[src/rtl/bridge_pkg.sv]
// Shared command codes, decoder state encoding and helpers
// for the I2C-slave to SPI/I2C-master command bridge.
package bridge_pkg;

    localparam logic [7:0] CMD_SPI_CODE = 8'h01;
    localparam logic [7:0] CMD_I2C_CODE = 8'h02;
    localparam logic [6:0] DEF_ADDR     = 7'h50;

    typedef enum logic [2:0] {
        IDLE,
        SPI_DATA,
        I2C_ADDR,
        I2C_DATA,
        DISCARD
    } state_t;

    function automatic logic [7:0] sat_inc(input logic [7:0] v);
        return (v == 8'hFF) ? v : v + 8'd1;
    endfunction

endpackage

[src/rtl/byte_hold_reg.sv]
// One-entry valid/ready byte holding register; a load that
// finds the entry full and not draining is dropped and flagged.
module byte_hold_reg (
    input  logic       clk,
    input  logic       rst_n,
    input  logic       load,
    input  logic [7:0] din,
    input  logic       ready,
    output logic [7:0] data,
    output logic       valid,
    output logic       ovf,
    output logic       taken
);

    assign taken = load && (!valid || ready);

    always_ff @(posedge clk or negedge rst_n) begin
        if (!rst_n) begin
            data  <= 8'h00;
            valid <= 1'b0;
            ovf   <= 1'b0;
        end else begin
            ovf <= load && valid && !ready;
            if (taken) begin
                data  <= din;
                valid <= 1'b1;
            end else if (valid && ready) begin
                valid <= 1'b0;
            end
        end
    end

endmodule

[src/rtl/i2c_cmd_decoder.sv]
// Routes bytes from the I2C slave to the SPI or I2C master channel
// according to the leading command byte of each transaction.
module i2c_cmd_decoder
    import bridge_pkg::*;
#(
    parameter logic [7:0] CMD_SPI      = CMD_SPI_CODE,
    parameter logic [7:0] CMD_I2C      = CMD_I2C_CODE,
    parameter logic [6:0] DEF_I2C_ADDR = DEF_ADDR
) (
    input  logic       clk,
    input  logic       rst_n,
    input  logic [7:0] rx_data,
    input  logic       rx_valid,
    input  logic       busy,
    output logic [7:0] spi_data,
    output logic       spi_valid,
    input  logic       spi_ready,
    output logic [7:0] i2cm_data,
    output logic       i2cm_valid,
    input  logic       i2cm_ready,
    output logic [6:0] i2cm_addr,
    output logic [7:0] byte_count,
    output logic       err_cmd,
    output logic       err_ovf,
    output logic       frame_done
);

    state_t state_q;
    state_t state_d;
    logic   busy_q;
    logic   busy_fall;
    logic   spi_load;
    logic   i2c_load;
    logic   addr_load;
    logic   bad_cmd;
    logic   spi_ovf;
    logic   i2c_ovf;
    logic   spi_taken;
    logic   i2c_taken;

    assign busy_fall = busy_q && !busy;
    assign err_ovf   = spi_ovf || i2c_ovf;

    always_comb begin
        state_d   = state_q;
        spi_load  = 1'b0;
        i2c_load  = 1'b0;
        addr_load = 1'b0;
        bad_cmd   = 1'b0;
        if (rx_valid) begin
            case (state_q)
                IDLE: begin
                    if (rx_data == CMD_SPI) begin
                        state_d = SPI_DATA;
                    end else if (rx_data == CMD_I2C) begin
                        state_d = I2C_ADDR;
                    end else begin
                        state_d = DISCARD;
                        bad_cmd = 1'b1;
                    end
                end
                SPI_DATA: spi_load = 1'b1;
                I2C_ADDR: begin
                    addr_load = 1'b1;
                    state_d   = I2C_DATA;
                end
                I2C_DATA: i2c_load = 1'b1;
                default:  ;
            endcase
        end
        // The byte of the ending cycle is handled above first.
        if (busy_fall) begin
            state_d = IDLE;
        end
    end

    always_ff @(posedge clk or negedge rst_n) begin
        if (!rst_n) begin
            state_q    <= IDLE;
            busy_q     <= 1'b0;
            i2cm_addr  <= DEF_I2C_ADDR;
            byte_count <= 8'h00;
            err_cmd    <= 1'b0;
            frame_done <= 1'b0;
        end else begin
            state_q    <= state_d;
            busy_q     <= busy;
            err_cmd    <= bad_cmd;
            frame_done <= busy_fall;
            if (addr_load) begin
                i2cm_addr <= rx_data[6:0];
            end
            // Count stays visible for the frame_done cycle, then clears.
            if (frame_done) begin
                byte_count <= 8'h00;
            end else if (spi_taken || i2c_taken) begin
                byte_count <= sat_inc(byte_count);
            end
        end
    end

    byte_hold_reg u_spi_hold (
        .clk   (clk),
        .rst_n (rst_n),
        .load  (spi_load),
        .din   (rx_data),
        .ready (spi_ready),
        .data  (spi_data),
        .valid (spi_valid),
        .ovf   (spi_ovf),
        .taken (spi_taken)
    );

    byte_hold_reg u_i2c_hold (
        .clk   (clk),
        .rst_n (rst_n),
        .load  (i2c_load),
        .din   (rx_data),
        .ready (i2cm_ready),
        .data  (i2cm_data),
        .valid (i2cm_valid),
        .ovf   (i2c_ovf),
        .taken (i2c_taken)
    );

endmodule

[config.mk]
export PLATFORM = sky130hd
export DESIGN_NAME = i2c_cmd_decoder
export DESIGN_NICKNAME = d
export VERILOG_FILES = /design/src/rtl/bridge_pkg.sv /design/src/rtl/byte_hold_reg.sv /design/src/rtl/i2c_cmd_decoder.sv
export SDC_FILE = /design/constraint.sdc
export NUM_CORES = 1
export LEC_CHECK = 0
export BUFFER_PORTS_ARGS = -buffer_cell sky130_fd_sc_hd__buf_2
export CAP_MARGIN = 10
export CORE_MARGIN = 2
export CORE_UTILIZATION = 50
export CTS_BUF_LIST = sky130_fd_sc_hd__clkbuf_16
export DETAILED_ROUTE_END_ITERATION = 16
export PLACE_DENSITY = 0.73
export SLEW_MARGIN = 20
export SYNTH_ARGS = -nofsm -noshare
export SYNTH_HDL_FRONTEND = slang
export SYNTH_SLANG_ARGS = --single-unit
export TNS_END_PERCENT = 5
[constraint.sdc]
create_clock -name clk -period 4.7 [get_ports clk]
set_input_delay 0 -clock clk [delete_from_list [all_inputs] [get_ports clk]]
set_output_delay 0 -clock clk [all_outputs]
set_load 0.005 [all_outputs]
==> After elaboration in Yosys (flattened, before gate mapping) <==
Index checks and enable logic that the tools add are counted.
{ "word_totals": {"reg_bits": 41, "inputBits": 14, "out_inout_bits": 36, "word_cells": 68} }
{ "op_classes": {"addsub": 1, "n_eq_ne": 7, "muxes": 22, "reduce_logical": 26} }
{ "op_table": {"columns": ["op", "n"], "rows": [
  ["2-to-1 mux 8 bit", 3],
  ["2-to-1 mux 1 bit", 14],
  ["2-to-1 mux 3 bit", 4],
  ["logical AND 1 bit", 9],
  ["adder 8 x 1 -> 8 bit, second input constant", 1],
  ["equality test 8 x 1 -> 1 bit, second input constant", 1],
  ["equality test 8 x 2 -> 1 bit, second input constant", 1],
  ["equality test 8 bit, second input constant", 1],
  ["nonzero test 2 bit", 4],
  ["equality test 3 x 2 -> 1 bit, second input constant", 2],
  ["case mux 3 bit (2 select lines)", 1],
  ["zero test 1 bit", 5],
  ["logical OR 1 bit", 4],
  ["AND reduction 2 bit", 2],
  ["equality test 3 x 1 -> 1 bit, second input constant", 1],
  ["zero test 3 bit", 1],
  ["nonzero test 3 bit", 1],
  ["inequality test 2 bit, second input constant", 1]
]} }

==> Logic depth before layout (Yosys ltp) <==
{ "logic_depth": {"depth_word": 7, "mapped_depth": 5, "ltp_nobuf": 5} }

==> Modules after synthesis <==
From an unflattened synthesis, not the netlist that was laid out.
{ "hier_totals": {"cells_unflattened": 139, "area_unflattened_um2": 1863.0} }
{ "modules_own_cells": {"columns": ["mod", "n_inst", "cells_each", "area_each_um2", "seq_area_each_um2"], "rows": [
  ["i2c_cmd_decoder", 1, 91, 1042.2, 528.0],
  ["byte_hold_reg", 2, 24, 410.4, 250.2]
]} }

==> Least setup slack after synthesis <==
No wires, ideal clock.
{ "synth_timing": {"path_kind": "register to register", "startpoint": "register state_q[2]", "endpoint": "register byte_count[5]", "setup_ns": 0.125, "arrival_time_ns": 1.508, "t_required_ns": 4.575, "path_slack_ns": 3.068, "stages_incl_launch_ff": 6, "path_buffers": 1, "period_less_slack_ns": 1.632, "path_cell_list": "dfrtp_1 > buf_2 > and4bb_1 > a2bb2oi_2 > nor4_1 > mux2_2"} }
{ "synth_via": {"elab_chain_len": 7, "word_cells_on_any_way": 11, "cone_classes": "eq/ne (2); mux (4); reduce/logical (5)"} }
{ "synth_lines": {"columns": ["element", "line", "text"], "rows": [
  ["start, declared", "i2c_cmd_decoder.sv:28", "state_t state_q;"],
  ["start signal, assigned", "i2c_cmd_decoder.sv:86", "state_q <= state_d;"],
  ["equality test 3 x 1 -> 1 bit or equality test 3 x 2 -> 1 bit (tied branches)", "i2c_cmd_decoder.sv:51", "case (state_q)"],
  ["2-to-1 mux 1 bit", "i2c_cmd_decoder.sv:51", null],
  ["2-to-1 mux 1 bit", "i2c_cmd_decoder.sv:50", "if (rx_valid) begin"],
  ["logical AND 1 bit", "byte_hold_reg.sv:15", "assign taken = load && (!valid || ready);"],
  ["logical OR 1 bit (*)", "i2c_cmd_decoder.sv:96", "end else if (spi_taken || i2c_taken) begin"],
  ["nonzero test 2 bit (no line) (*)", null, null],
  ["AND reduction 2 bit (no line) (*)", null, null],
  ["end signal, assigned", "i2c_cmd_decoder.sv:97", "byte_count <= sat_inc(byte_count);"],
  ["end, declared", "i2c_cmd_decoder.sv:22", "output logic [7:0] byte_count,"]
]} }
Every way passes the cells marked *; elsewhere a longest branch is shown, timed or not.
A chain may end at the register's enable or synchronous reset.

==> Worst setup path in the final report <==
{ "layout_timing": {"startpoint": "register state_q[1]", "endpoint": "register byte_count[5]"} }
The elaborated chain is that of the path after synthesis.

==> results by group <==
Logic synthesis
  – Dominant cell by count in the synthesized netlist: sky130_fd_sc_hd__dfrtp_1
  – Share of cell area taken by muxes after synthesis: between 10% and 20%
  – Per-instance average area after synthesis: 12.7 um2
  – Combinational family with the most area after synthesis: simple AND/OR/NAND/NOR gates
  – Adder-cell share of the synthesized area: 0.695%
  – Portion of the post-synthesis area used by sequential elements: 57.2%
  – Netlist Area Pre-Place: between 1500 and 2000 um2
  – Fraction of synthesized cell area taken by the top area cell type: between 50 and 60%
  – Post-Syn Nets: 157
  – Most area-consuming cells after synthesis: sky130_fd_sc_hd__dfrtp_1 (54%), sky130_fd_sc_hd__mux2_2 (17%), sky130_fd_sc_hd__nor2_1 (3.5%), sky130_fd_sc_hd__dfstp_2 (2.9%), sky130_fd_sc_hd__nor2b_1 (2.8%)
  – Share of synthesized cell area in and, or, nand and nor gates: between 10% and 20%
  – Cell count after synthesis: ~140
  – Dominant register cell in the synthesized netlist: sky130_fd_sc_hd__dfrtp_1
  – Fraction of the mapped netlist area in compound gates: around 5.8%
  – Xor and xnor fraction of the mapped netlist area: less than 1%
  – Number of distinct library cell variants in the gate-level netlist after synthesis: 35
  – Number of warnings issued by yosys: 0
  – Most frequent cells after synthesis: sky130_fd_sc_hd__dfrtp_1 (39), sky130_fd_sc_hd__mux2_2 (27), sky130_fd_sc_hd__nor2_1 (17)
  – Top cell type by total area after synthesis: sky130_fd_sc_hd__dfrtp_1
  – Number of flip-flops and latches in the synthesized netlist: 41
  – Async set or reset register ratio after synthesis: between 90% and 100%
  – Post-synth EDFFs: 0

Detailed routing
  – 1st-pass router iterations: 4
  – Total wire length: between 3000 and 4000 um
  – Per-cell routed wire length: around 14 um
  – Post-route ant nets: 0
  – Count of routing violations after the opening detailed-route iteration: 55
  – Drc violations: 0
  – Vias per std cell: approximately 5.3
  – Detailed-route via count: about 1.3k

Global route
  – Global-route wire length before repair: between 5000 and 6000 um
  – Overall global routing resource usage: about a fifth
  – Maximum number of pins on one net before global-route repair: between 40 and 50
  – Number of antenna violations at the first check in global routing: 0
  – Total congestion overflow: 0
  – Number of global-route vias before repair: around 1.4k

Floorplan
  – Initial core utilization: between 50% and 60%
  – Area of the die: 4090 um2
  – Die boundary height: approximately 64 um
  – Row Count: 21
  – I/O pin cnt: 50
  – Floorplan die width: between 60 and 70 um
  – Core area: between 3000 and 4000 um2

STA
  – Post-Route Setup TNS: 0 ps
  – Final period utilization: a little under two fifths
  – Rel. slew slack: between 40% and 50%
  – Clock tree skew after final layout: 2.27 ps
  – Post-layout minimum cycle time: about 1700 ps
  – Final Max Slew Viols: 0
  – Setup slack of the critical path after layout: roughly 3000 ps
  – Top achievable clock speed: slightly below 600 MHz
  – Final setup violating endpoints: 0
  – Pin slew with the least headroom to its limit: 864 ps
  – Final Hold Viols: 0
  – RSZ-0062 raised after global routing: no

Worst setup path
  – Startpoint type of the worst setup path: flop
  – Crit Path Max Fanout: 8
  – Slack of the worst reg-to-reg path: ~3000 ps
  – Capture point of the worst path: byte_count[5]
  – Register-to-Register Path Depth: 4
  – Sort of element at the end of the critical path: flop
  – Worst flop-to-flop path endpoint: byte_count[5]
  – Beginning of the worst register-to-register path: state_q[1]
  – Crit. Startpoint: state_q[1]
  – Critical path required time: 4860 ps
  – Arrival @ worst endpoint: 1890 ps
  – Worst Setup Path Type: reg -> reg

Placement
  – Placed Cells incl. Taps: about 240
  – Pre-CTS setup slack: between 2000 and 3000 ps
  – Buffers added on ports: 49
  – Routability cong.: roughly 0.74
  – DPL Wire Length: 2570 um

Pwr
  – Static power due to leakage: approximately 1.2 nW
  – Cell Pwr Density: roughly 320 nW/um2
  – Worst IR Drop VDD: 0.244 mV
  – Post-layout power: roughly 0.0007 W

Clock network
  – Count of H-tree levels built during CTS: 2
  – Clk sink count: 41
  – Worst skew pair latency: ~280 ps
  – Clock Root Buffer: sky130_fd_sc_hd__clkbuf_16
  – Total of cells resized after clock tree synthesis: 0
  – CTS clk-pin slew, worst paths: 60 ps
  – CTS Buffer Depth: 2
  – Post-cts hold buffer count: 4
  – TritonCTS clock tree: built
  – Inserted Clock Buffers: 5
  – Post-CTS setup-driven buffer insertion count: 0

Cells and area
  – Layout cells sized above 1: 45.8%
  – Post-layout instance count excluding filler cells: 247
  – N_diodes: 0
  – Final-stage net count: 215
  – Layout area overhead: 26.5%
  – Final standard cell utilization of the core: approximately 67%

Worst hold path
  – Hold Path Class: in -> reg

Run status
  – Result of the run: finished clean

Job
  – Total of max-cap violations: 0
[stage by stage]
| step | hold WS [ps] | area (um2) |
|---|---|---|
| 2_1_floorplan | -296 | 1800 |
| 3_3_place_gp | 126 | 2090 |
| 3_5_place_dp | 130 | 2090 |
| 4_1_cts | 2.01 | 2280 |
| 5_1_grt | 5.52 | 2280 |
| 6_report | 8.31 | 2280 |
[routing by layer]
metal	global-route usage (%)	vias up	part of all wire [%]
met5	0	-	0
met4	6.52	0	1.4
met3	4.23	7	5.4
met2	30.9	33	48
met1	24.4	638	45
li1	-	630	-
[cell usage in the layout, fill, tap and decap left out, drive strengths merged, types with 2 or more instances in the layout]
master	count
a21oi	4
a311oi	2
buf	49
clkbuf	5
clkinv	2
dfrtp	39
dfstp	2
dlygate4sd3	4
mux2	27
nand2	6
nand2b	5
nand3	3
nor2	18
nor2b	8
nor3	4
nor4	2
[kinds of logic after synthesis]
family          after synthesis
compound gates               12
fa+ha+maj                     1
simple gates                 56
flops                        41
mux                          28
xor+xnor                      1
buf+inv                       3
[report_power, final]
part,internal [W],total [W],switching [W]
registers,0.000359,0.000364,0.00000517
logic,0.0000156,0.0000344,0.0000188
clock network,0.000194,0.000320,0.000126
total,0.000569,0.000719,0.000150
[area by class of cell]
type,instances,area [um2]
well taps,46,57.6
clock buffers,5,125
clock inverters,3,17.5
repair buffers,53,285
multi-input cells,98,758
flip-flops and latches,41,1030
fillers,269,1110
inverters,1,3.75
[state kept, by name (all words and copies together), names as in the netlist, 3 cells and up]
name	count
i2cm_addr	7
state_q	3
byte_count	8
u_spi_hold.data	8
u_i2c_hold.data	8
[worst max-delay path, stage by stage (launching register included)]
cell	delay [ps]
sky130_fd_sc_hd__dfrtp_1	460
sky130_fd_sc_hd__and4bb_1	360
sky130_fd_sc_hd__a2bb2oi_2	110
sky130_fd_sc_hd__nor4_1	320
sky130_fd_sc_hd__mux2_2	370
[worst min-delay path by stage]
stage,from,to,cells after the start
6_report,rx_data[5],u_i2c_hold.data[5],2
5_1_grt,rx_data[6],u_i2c_hold.data[6],2
4_1_cts,rx_data[6],u_i2c_hold.data[6],2
3_5_place_dp,busy,busy_q,1
3_3_place_gp,busy,busy_q,1
2_1_floorplan,rst_n,busy_q,0
Power figures use the tool's default switching activity.
